--- src/rtl/audio_tone_source.sv ---
// ---------------------------------------------------------------------------
// audio_tone_source
//
// Square-wave tone generator feeding two independent valid/ready sinks
// (left and right channel). A tone is requested with a one-cycle start
// pulse; the note parameters are captured at that moment. The tone then
// emits note_len stereo samples. Each sample is offered on both channels
// with identical data, and the next sample is produced only after both
// channels have taken the current one.
//
// Parameters
//   AMPLITUDE     full-scale square-wave magnitude (1..32767)
//
// Ports
//   clk_clk       single clock, rising edge
//   reset_reset_n synchronous active-low reset
//   start         one-cycle tone request, honoured only when idle
//   stop          abort the current tone, honoured in any state
//   note_step     phase increment per sample        (latched on start)
//   note_len      number of stereo samples          (latched on start)
//   volume        attenuation right-shift amount    (latched on start)
//   mute          force zero samples                (latched on start)
//   left_data     left sample, two's complement
//   left_valid    left sample valid
//   left_ready    left sink ready
//   right_data    right sample, always equal to left_data
//   right_valid   right sample valid
//   right_ready   right sink ready
//   busy          high whenever a tone is in progress
//   done          one-cycle pulse on normal tone completion
// ---------------------------------------------------------------------------
//
// state   | meaning
// --------+------------------------------------------------------------
// IDLE    | no tone; waiting for start
// PRESENT | sample register offered on both channels until both taken
// ADVANCE | one cycle: step phase, bump count, decide next sample or end
//
module audio_tone_source #(
  parameter logic [15:0] AMPLITUDE = 16'h3FFF
) (
  input  logic        clk_clk,
  input  logic        reset_reset_n,
  input  logic        start,
  input  logic        stop,
  input  logic [15:0] note_step,
  input  logic [15:0] note_len,
  input  logic [2:0]  volume,
  input  logic        mute,
  output logic [15:0] left_data,
  output logic        left_valid,
  input  logic        left_ready,
  output logic [15:0] right_data,
  output logic        right_valid,
  input  logic        right_ready,
  output logic        busy,
  output logic        done
);

  typedef enum logic [1:0] {
    IDLE    = 2'd0,
    PRESENT = 2'd1,
    ADVANCE = 2'd2
  } state_t;

  state_t      state;

  logic [15:0] step_q;
  logic [15:0] len_q;
  logic [2:0]  vol_q;
  logic        mute_q;

  logic [15:0] phase;
  logic [15:0] count;
  logic        left_taken;
  logic        right_taken;
  logic [15:0] sample_q;
  logic        done_q;

  // Sample rule: mute wins, otherwise the MSB of the phase selects the
  // positive or negative half of the square wave.
  function automatic logic [15:0] calc_sample(
    input logic [15:0] ph,
    input logic [2:0]  vol,
    input logic        mt
  );
    logic [15:0] amp;
    amp = AMPLITUDE >> vol;
    if (mt) begin
      calc_sample = 16'h0000;
    end else if (ph[15]) begin
      calc_sample = (~amp) + 16'd1;
    end else begin
      calc_sample = amp;
    end
  endfunction

  logic        left_xfer;
  logic        right_xfer;
  logic        left_taken_nxt;
  logic        right_taken_nxt;
  logic [15:0] phase_nxt;
  logic [15:0] count_nxt;

  assign left_xfer       = left_valid && left_ready;
  assign right_xfer      = right_valid && right_ready;
  assign left_taken_nxt  = left_taken || left_xfer;
  assign right_taken_nxt = right_taken || right_xfer;
  assign phase_nxt       = phase + step_q;
  assign count_nxt       = count + 16'd1;

  always_ff @(posedge clk_clk) begin
    if (!reset_reset_n) begin
      state       <= IDLE;
      step_q      <= 16'h0000;
      len_q       <= 16'h0000;
      vol_q       <= 3'd0;
      mute_q      <= 1'b0;
      phase       <= 16'h0000;
      count       <= 16'h0000;
      left_taken  <= 1'b0;
      right_taken <= 1'b0;
      sample_q    <= 16'h0000;
      done_q      <= 1'b0;
    end else begin
      done_q <= 1'b0;
      unique case (state)
        IDLE: begin
          // stop has priority over a same-cycle start
          if (start && !stop) begin
            if (note_len != 16'h0000) begin
              step_q      <= note_step;
              len_q       <= note_len;
              vol_q       <= volume;
              mute_q      <= mute;
              phase       <= 16'h0000;
              count       <= 16'h0000;
              left_taken  <= 1'b0;
              right_taken <= 1'b0;
              // first sample uses the incoming controls, phase is zero
              sample_q    <= calc_sample(16'h0000, volume, mute);
              state       <= PRESENT;
            end else begin
              done_q <= 1'b1;
            end
          end
        end

        PRESENT: begin
          if (stop) begin
            left_taken  <= 1'b0;
            right_taken <= 1'b0;
            state       <= IDLE;
          end else begin
            left_taken  <= left_taken_nxt;
            right_taken <= right_taken_nxt;
            if (left_taken_nxt && right_taken_nxt) begin
              state <= ADVANCE;
            end
          end
        end

        ADVANCE: begin
          phase       <= phase_nxt;
          count       <= count_nxt;
          left_taken  <= 1'b0;
          right_taken <= 1'b0;
          if (stop) begin
            state <= IDLE;
          end else if (count_nxt == len_q) begin
            done_q <= 1'b1;
            state  <= IDLE;
          end else begin
            sample_q <= calc_sample(phase_nxt, vol_q, mute_q);
            state    <= PRESENT;
          end
        end

        default: begin
          left_taken  <= 1'b0;
          right_taken <= 1'b0;
          state       <= IDLE;
        end
      endcase
    end
  end

  assign left_valid  = (state == PRESENT) && !left_taken;
  assign right_valid = (state == PRESENT) && !right_taken;
  assign left_data   = sample_q;
  assign right_data  = sample_q;
  assign busy        = (state != IDLE);
  assign done        = done_q;

endmodule

--- config.mk ---
export PLATFORM = sky130hd
export DESIGN_NAME = audio_tone_source
export DESIGN_NICKNAME = d
export VERILOG_FILES = /design/src/rtl/audio_tone_source.sv
export SDC_FILE = /design/constraint.sdc
export NUM_CORES = 1
export LEC_CHECK = 0
export ABC_AREA = 1
export CORE_ASPECT_RATIO = 1.25
export CORE_MARGIN = 2
export CORE_UTILIZATION = 54
export CTS_CLUSTER_DIAMETER = 150
export DETAILED_ROUTE_END_ITERATION = 12
export GPL_TIMING_DRIVEN = 0
export HOLD_SLACK_MARGIN = 0.1
export PLACE_DENSITY = 0.86
export SLEW_MARGIN = 20
export SYNTH_ARGS = -nofsm -noshare
export SYNTH_HDL_FRONTEND = slang
export SYNTH_SLANG_ARGS = --single-unit
--- constraint.sdc ---
create_clock -name clk_clk -period 3.1 [get_ports clk_clk]
set_clock_uncertainty 0.15 [all_clocks]
set_input_delay 0.31 -clock clk_clk [delete_from_list [all_inputs] [get_ports clk_clk]]
set_output_delay 0.31 -clock clk_clk [all_outputs]
set_load 0.005 [all_outputs]
======== Word level (Yosys, flattened, before mapping) ========
Index checks and enable logic that the tools add are counted.
operators by class
  equality and inequality tests ........... 8
  shift operators ......................... 2
  muxes and demuxes ....................... 30
  bitwise operators ....................... 1
  reduce and logical (&&, ||, !) cells .... 20
  $add $sub $neg .......................... 3
operator list
  kind                                                                   number
  16-bit two-way mux                                                     9
  16-bit case mux with 2 select lines                                    3
  16-bit by 1-bit adder with 16-bit output, second input constant        2
  14-bit by 3-bit >> shifter with 16-bit output, first input constant    2
  16-bit adder                                                           1
  16-bit equality test                                                   1
  16-bit NOT                                                             1
  16-bit nonzero test                                                    1
  1-bit two-way mux                                                      10
  3-bit AND reduction                                                    3
  2-bit two-way mux                                                      4
  2-bit inequality test, second input constant                           4
  1-bit logical AND                                                      6
  1-bit case mux with 2 select lines                                     3
  2-bit case mux with 3 select lines                                     1
  5-bit AND reduction                                                    1
  2-bit nonzero test                                                     2
  1-bit zero test                                                        3
  3-bit inequality test, second input constant                           1
  2-bit by 1-bit equality test with 1-bit output, second input constant  1
  2-bit equality test, second input constant                             1
  2-bit zero test                                                        1
  1-bit logical OR                                                       2
  2-bit AND reduction                                                    1
storage, ports and cells
  output and inout bits ................... 36
  register bits after elaboration ......... 89

======== Longest topological paths before layout ========
  depth in word-level cells ............... 8
  depth in mapped cells ................... 18
  depth with buffers taken out ............ 17

======== Worst setup path after synthesis ========
OpenSTA, ideal clock, no wires.
  path kind ............................... reg-to-reg
  from .................................... reg count[0]
  to ...................................... reg sample_q[13] (netlist: left_data[13])
  path slack .............................. 0.984 ns
  setup time .............................. 0.113 ns
  path buffers ............................ 1
  arrival ................................. 1.853 ns
  data required time ...................... 2.837 ns
  cell stages (with the launch flop) ...... 18
  cells stage by stage .................... dfxtp_1 -> ha_1 -> nand2_4 -> nor2_8 -> nand3_1 -> nand2_1 -> nand2_1 -> nand2_1 -> nand3_1 -> nor2_1 -> nand2_1 -> nor2_2 -> nand2_2 -> nand2_4 -> buf_6 -> nand2_1 -> nand2_1 -> nor2_1
between the ends
  longest elaborated chain between the ends .. 4
ends and longest elaborated chain
  what                                      RTL line  RTL
  start, declared                           74        logic [15:0] count;
  start signal, assigned                    165       count <= count_nxt;
  16-bit by 1-bit adder with 16-bit output  110       assign count_nxt = count + 16'd1;
  16-bit equality test                      170       end else if (count_nxt == len_q) begin
  2-bit inequality test (no line)           -
  5-bit AND reduction (no line)             -
  end signal, assigned                      141       sample_q <= calc_sample(16'h0000, volume, mute);
  end signal, assigned                      174       sample_q <= calc_sample(phase_nxt, vol_q, mute_q);
  end, declared                             77        logic [15:0] sample_q;
Every way passes these cells.
A chain may end at the register's enable or synchronous reset.

======== Worst setup path after layout ========
  from .................................... in note_len[15]
  to ...................................... reg step_q[15]
between the ends
  longest elaborated chain between the ends .. 2
ends and longest elaborated chain
  what                           RTL line  RTL
  start, declared                47        input logic [15:0] note_len,
  16-bit nonzero test            131       if (note_len != 16'h0000) begin
  3-bit AND reduction (no line)  -
  end signal, assigned           132       step_q <= note_step;
  end, declared                  68        logic [15:0] step_q;
Every way passes these cells.

==> results by group <==
Layout
  – Layout cells sized above 1: 6.57%
  – Non-filler instance count after layout: 972
  – Final instance area: roughly 6000 um2
  – N_diodes: 0
  – Area grow syn2layout: 23.5%
  – Nets: just over 900

Clock tree
  – Clock transition at the registers of the reported paths: 0.08 ns
  – Clk sinks: a little over 80
  – Setup bufs post-CTS: 0
  – H-tree Lvls: 3
  – Hold_buf cts: 0
  – Inserted Clock Buffers: 9
  – Clock Tree Buf Depth: 2
  – CTS tree: built
  – Root Buffer: clkbuf_8
  – Post-cts sizing count: 0
  – Clk_lat worst skew: roughly 0.38 ns

STA
  – Setup TNS: 0 ns
  – Setup violations, final: 0
  – Min cycle time layout: roughly 2.6 ns
  – Final Max Tran Viols: 0
  – Rel. slew slack: a little under three fifths
  – Actual slew at the worst max-slew pin: 0.646 ns
  – RSZ-0062 raised after global routing: false
  – Final hold viol count: 0
  – Post-route clock period utilization: between 80 and 90%
  – Setup WS post-layout: ~0.5 ns
  – Fmax: roughly 0.38 GHz

Job
  – Max_cap viols: 0

Placed design
  – Placed instance count: 956
  – Hpwl dp: ~10000 um
  – Worst slack at placement: between 0.15 and 0.2 ns
  – Final RePlAce weighted congestion: between 1 and 1.5
  – Port Buf Inserts: 77
  – Placed Area: 5810 um2

Yosys
  – Count of different cell masters after synthesis: 33
  – Synthesized cell area: approximately 5000 um2
  – Area share of the largest cell type after synthesis: about a third
  – Fraction of registers with async set/reset: 0%
  – Main flop type after synthesis: dfxtp_1
  – Seq/Total Area, Yosys: around a third
  – Avg Cell Area, Syn: 6.44 um2
  – Yosys warns: 0
  – Post-Syn Instances: between 700 and 800
  – Synth top area cells: dfxtp_1 (34%), nand2_1 (15%), a21oi_1 (9.9%)
  – Post-synth EDFFs: 0
  – Post-synth net total: just over 800
  – Biggest area consumer among synthesized cells: dfxtp_1
  – Yosys reg bits: slightly above 80

Die
  – Core area: 8750 um2
  – Initial Util: a little under three fifths
  – Height of the die: ~110 um
  – Die Wd: a little under 90 um
  – Boundary pin count: 78
  – Die area: 9830 um2
  – Site Rows: 38

Setup path
  – Arrival @ worst endpoint: roughly 2.8 ns
  – Worst-case reg-to-reg path depth: 13
  – Worst Setup End Kind: flop
  – Setup crit start kind: primary input
  – Max FO, Critical Path: 10
  – Worst setup path class: primary input to flop
  – Worst EP required: approximately 3.3 ns

Detailed routing
  – Routed vias/inst: about 5.3
  – Initial DRC count: 279
  – DRC viols: 0
  – Final ANT Viol Nets: 0
  – Vias: 5,144
  – Drt pass-1 iters: 5
  – Drt total wl: about 13,000 um
  – Mean routed wirelength per cell: 13.3 um

Global route
  – GRT Util Overall: approximately 28%
  – Vias in the first global route: ~4,900
  – Initial antenna violation count: 0
  – First-pass GRT wire length: 21,300 um
  – Pin count of the biggest net entering global routing: 15
  – Global route overflow: 0

Power and ir drop
  – P per Cell Area: between 500 and 600 nW/um2
  – Max VDD drop: ~0.44 mV
  – Leakage power: around 2.6 nW

Hold path
  – WHS Path Cells: 2
  – HP Class: flop to flop

Status
  – Status: completed
## cell type report
class / instances / area, um2
Multi-Input combinational cell: 536 / 2610
Tap cell: 120 / 150
Clock buffer: 10 / 138
Buffer: 44 / 255
Timing Repair Buffer: 77 / 771
Clock inverter: 6 / 88.8
Fill cell: 764 / 2710
Inverter: 96 / 360
Sequential cell: 83 / 1660
## metrics by stage
stage / power [mW] / hold WS, ns / util [%]
finish: 3.21 / 0.300 / 69.0
global placement: 2.31 / 0.287 / 66.4
floorplan: 1.87 / 0.274 / -
CTS: 3.22 / 0.302 / 69.0
global route: 3.40 / 0.323 / 69.0
detailed placement: 2.34 / 0.290 / 66.4
## synth_stat cells, types with 4 or more instances
library cell	count
a21oi_1	97
buf_4	22
clkbuf_1	18
dfxtp_1	83
ha_1	16
inv_1	96
nand2_1	195
nand2_2	4
nand3_1	53
nand3b_1	4
nand4_1	8
nor2_1	65
nor4_1	4
o21ai_0	63
## cell usage in the layout (no fill, tap or decap), types with 2 or more instances in the layout
cell | Yosys | routed
clkbuf_8 | 0 | 10
nand2_2 | 4 | 4
a21o_1 | 3 | 3
nand4_1 | 8 | 8
o21bai_1 | 2 | 2
inv_1 | 96 | 96
nor2_2 | 3 | 3
nand2_1 | 195 | 195
buf_1 | 3 | 3
nand3_1 | 53 | 53
buf_4 | 22 | 22
o21ai_0 | 63 | 63
nor4_1 | 4 | 4
nand3b_1 | 4 | 4
clkbuf_1 | 18 | 18
nor2_4 | 3 | 3
clkdlybuf4s50_1 | 0 | 77
a21oi_1 | 97 | 97
nand2_4 | 2 | 2
or2_2 | 2 | 2
clkinvlp_4 | 0 | 2
o21ai_1 | 2 | 2
ha_1 | 16 | 16
nor2_1 | 65 | 65
dfxtp_1 | 83 | 83
bufinv_16 | 0 | 2
## worst max-delay path, stage by stage
cell and delay [ns]:
clkdlybuf4s50_1 0.50, nor4_1 0.51, nand4_1 0.27, nand3_1 0.43, clkbuf_1 0.44, o21ai_0 0.17
a21oi_1 0.13
## flip-flops by register name, summed over array words and instances, names as in the netlist
signal       flops
count           16
len_q           16
phase           16
step_q          16
left_data       10
vol_q            3
state            2
done             1
left_taken       1
mute_q           1
right_taken      1
## per-layer routing
layer,global-route usage (%),wire (um)
met2,49.9,6670
met1,30.5,5250
met5,0,0
met3,5.14,659
met4,13.9,388
## power breakdown
part           total [mW]  switching (mW)  internal (mW)
Sequential           1.26          0.0861           1.18
Combinational        1.07           0.533          0.534
Clock               0.884           0.409          0.475
## final timing paths
kind / to / slack (ns) / startpoint
min: mute_q / 0.30 / mute_q
max reg2reg: left_data[10] / 0.50 / step_q[2]
min reg2reg: mute_q / 0.30 / mute_q
max: step_q[15] / 0.49 / note_len[15]
## cells by family after synthesis
group           share of synthesized area [%]
xor+xnor                                0.358
buf+inv                                  12.6
fa+ha+maj                                4.50
simple gates                             30.7
compound gates                           17.9
flops                                    34.0
Power figures use the tool's default switching activity.
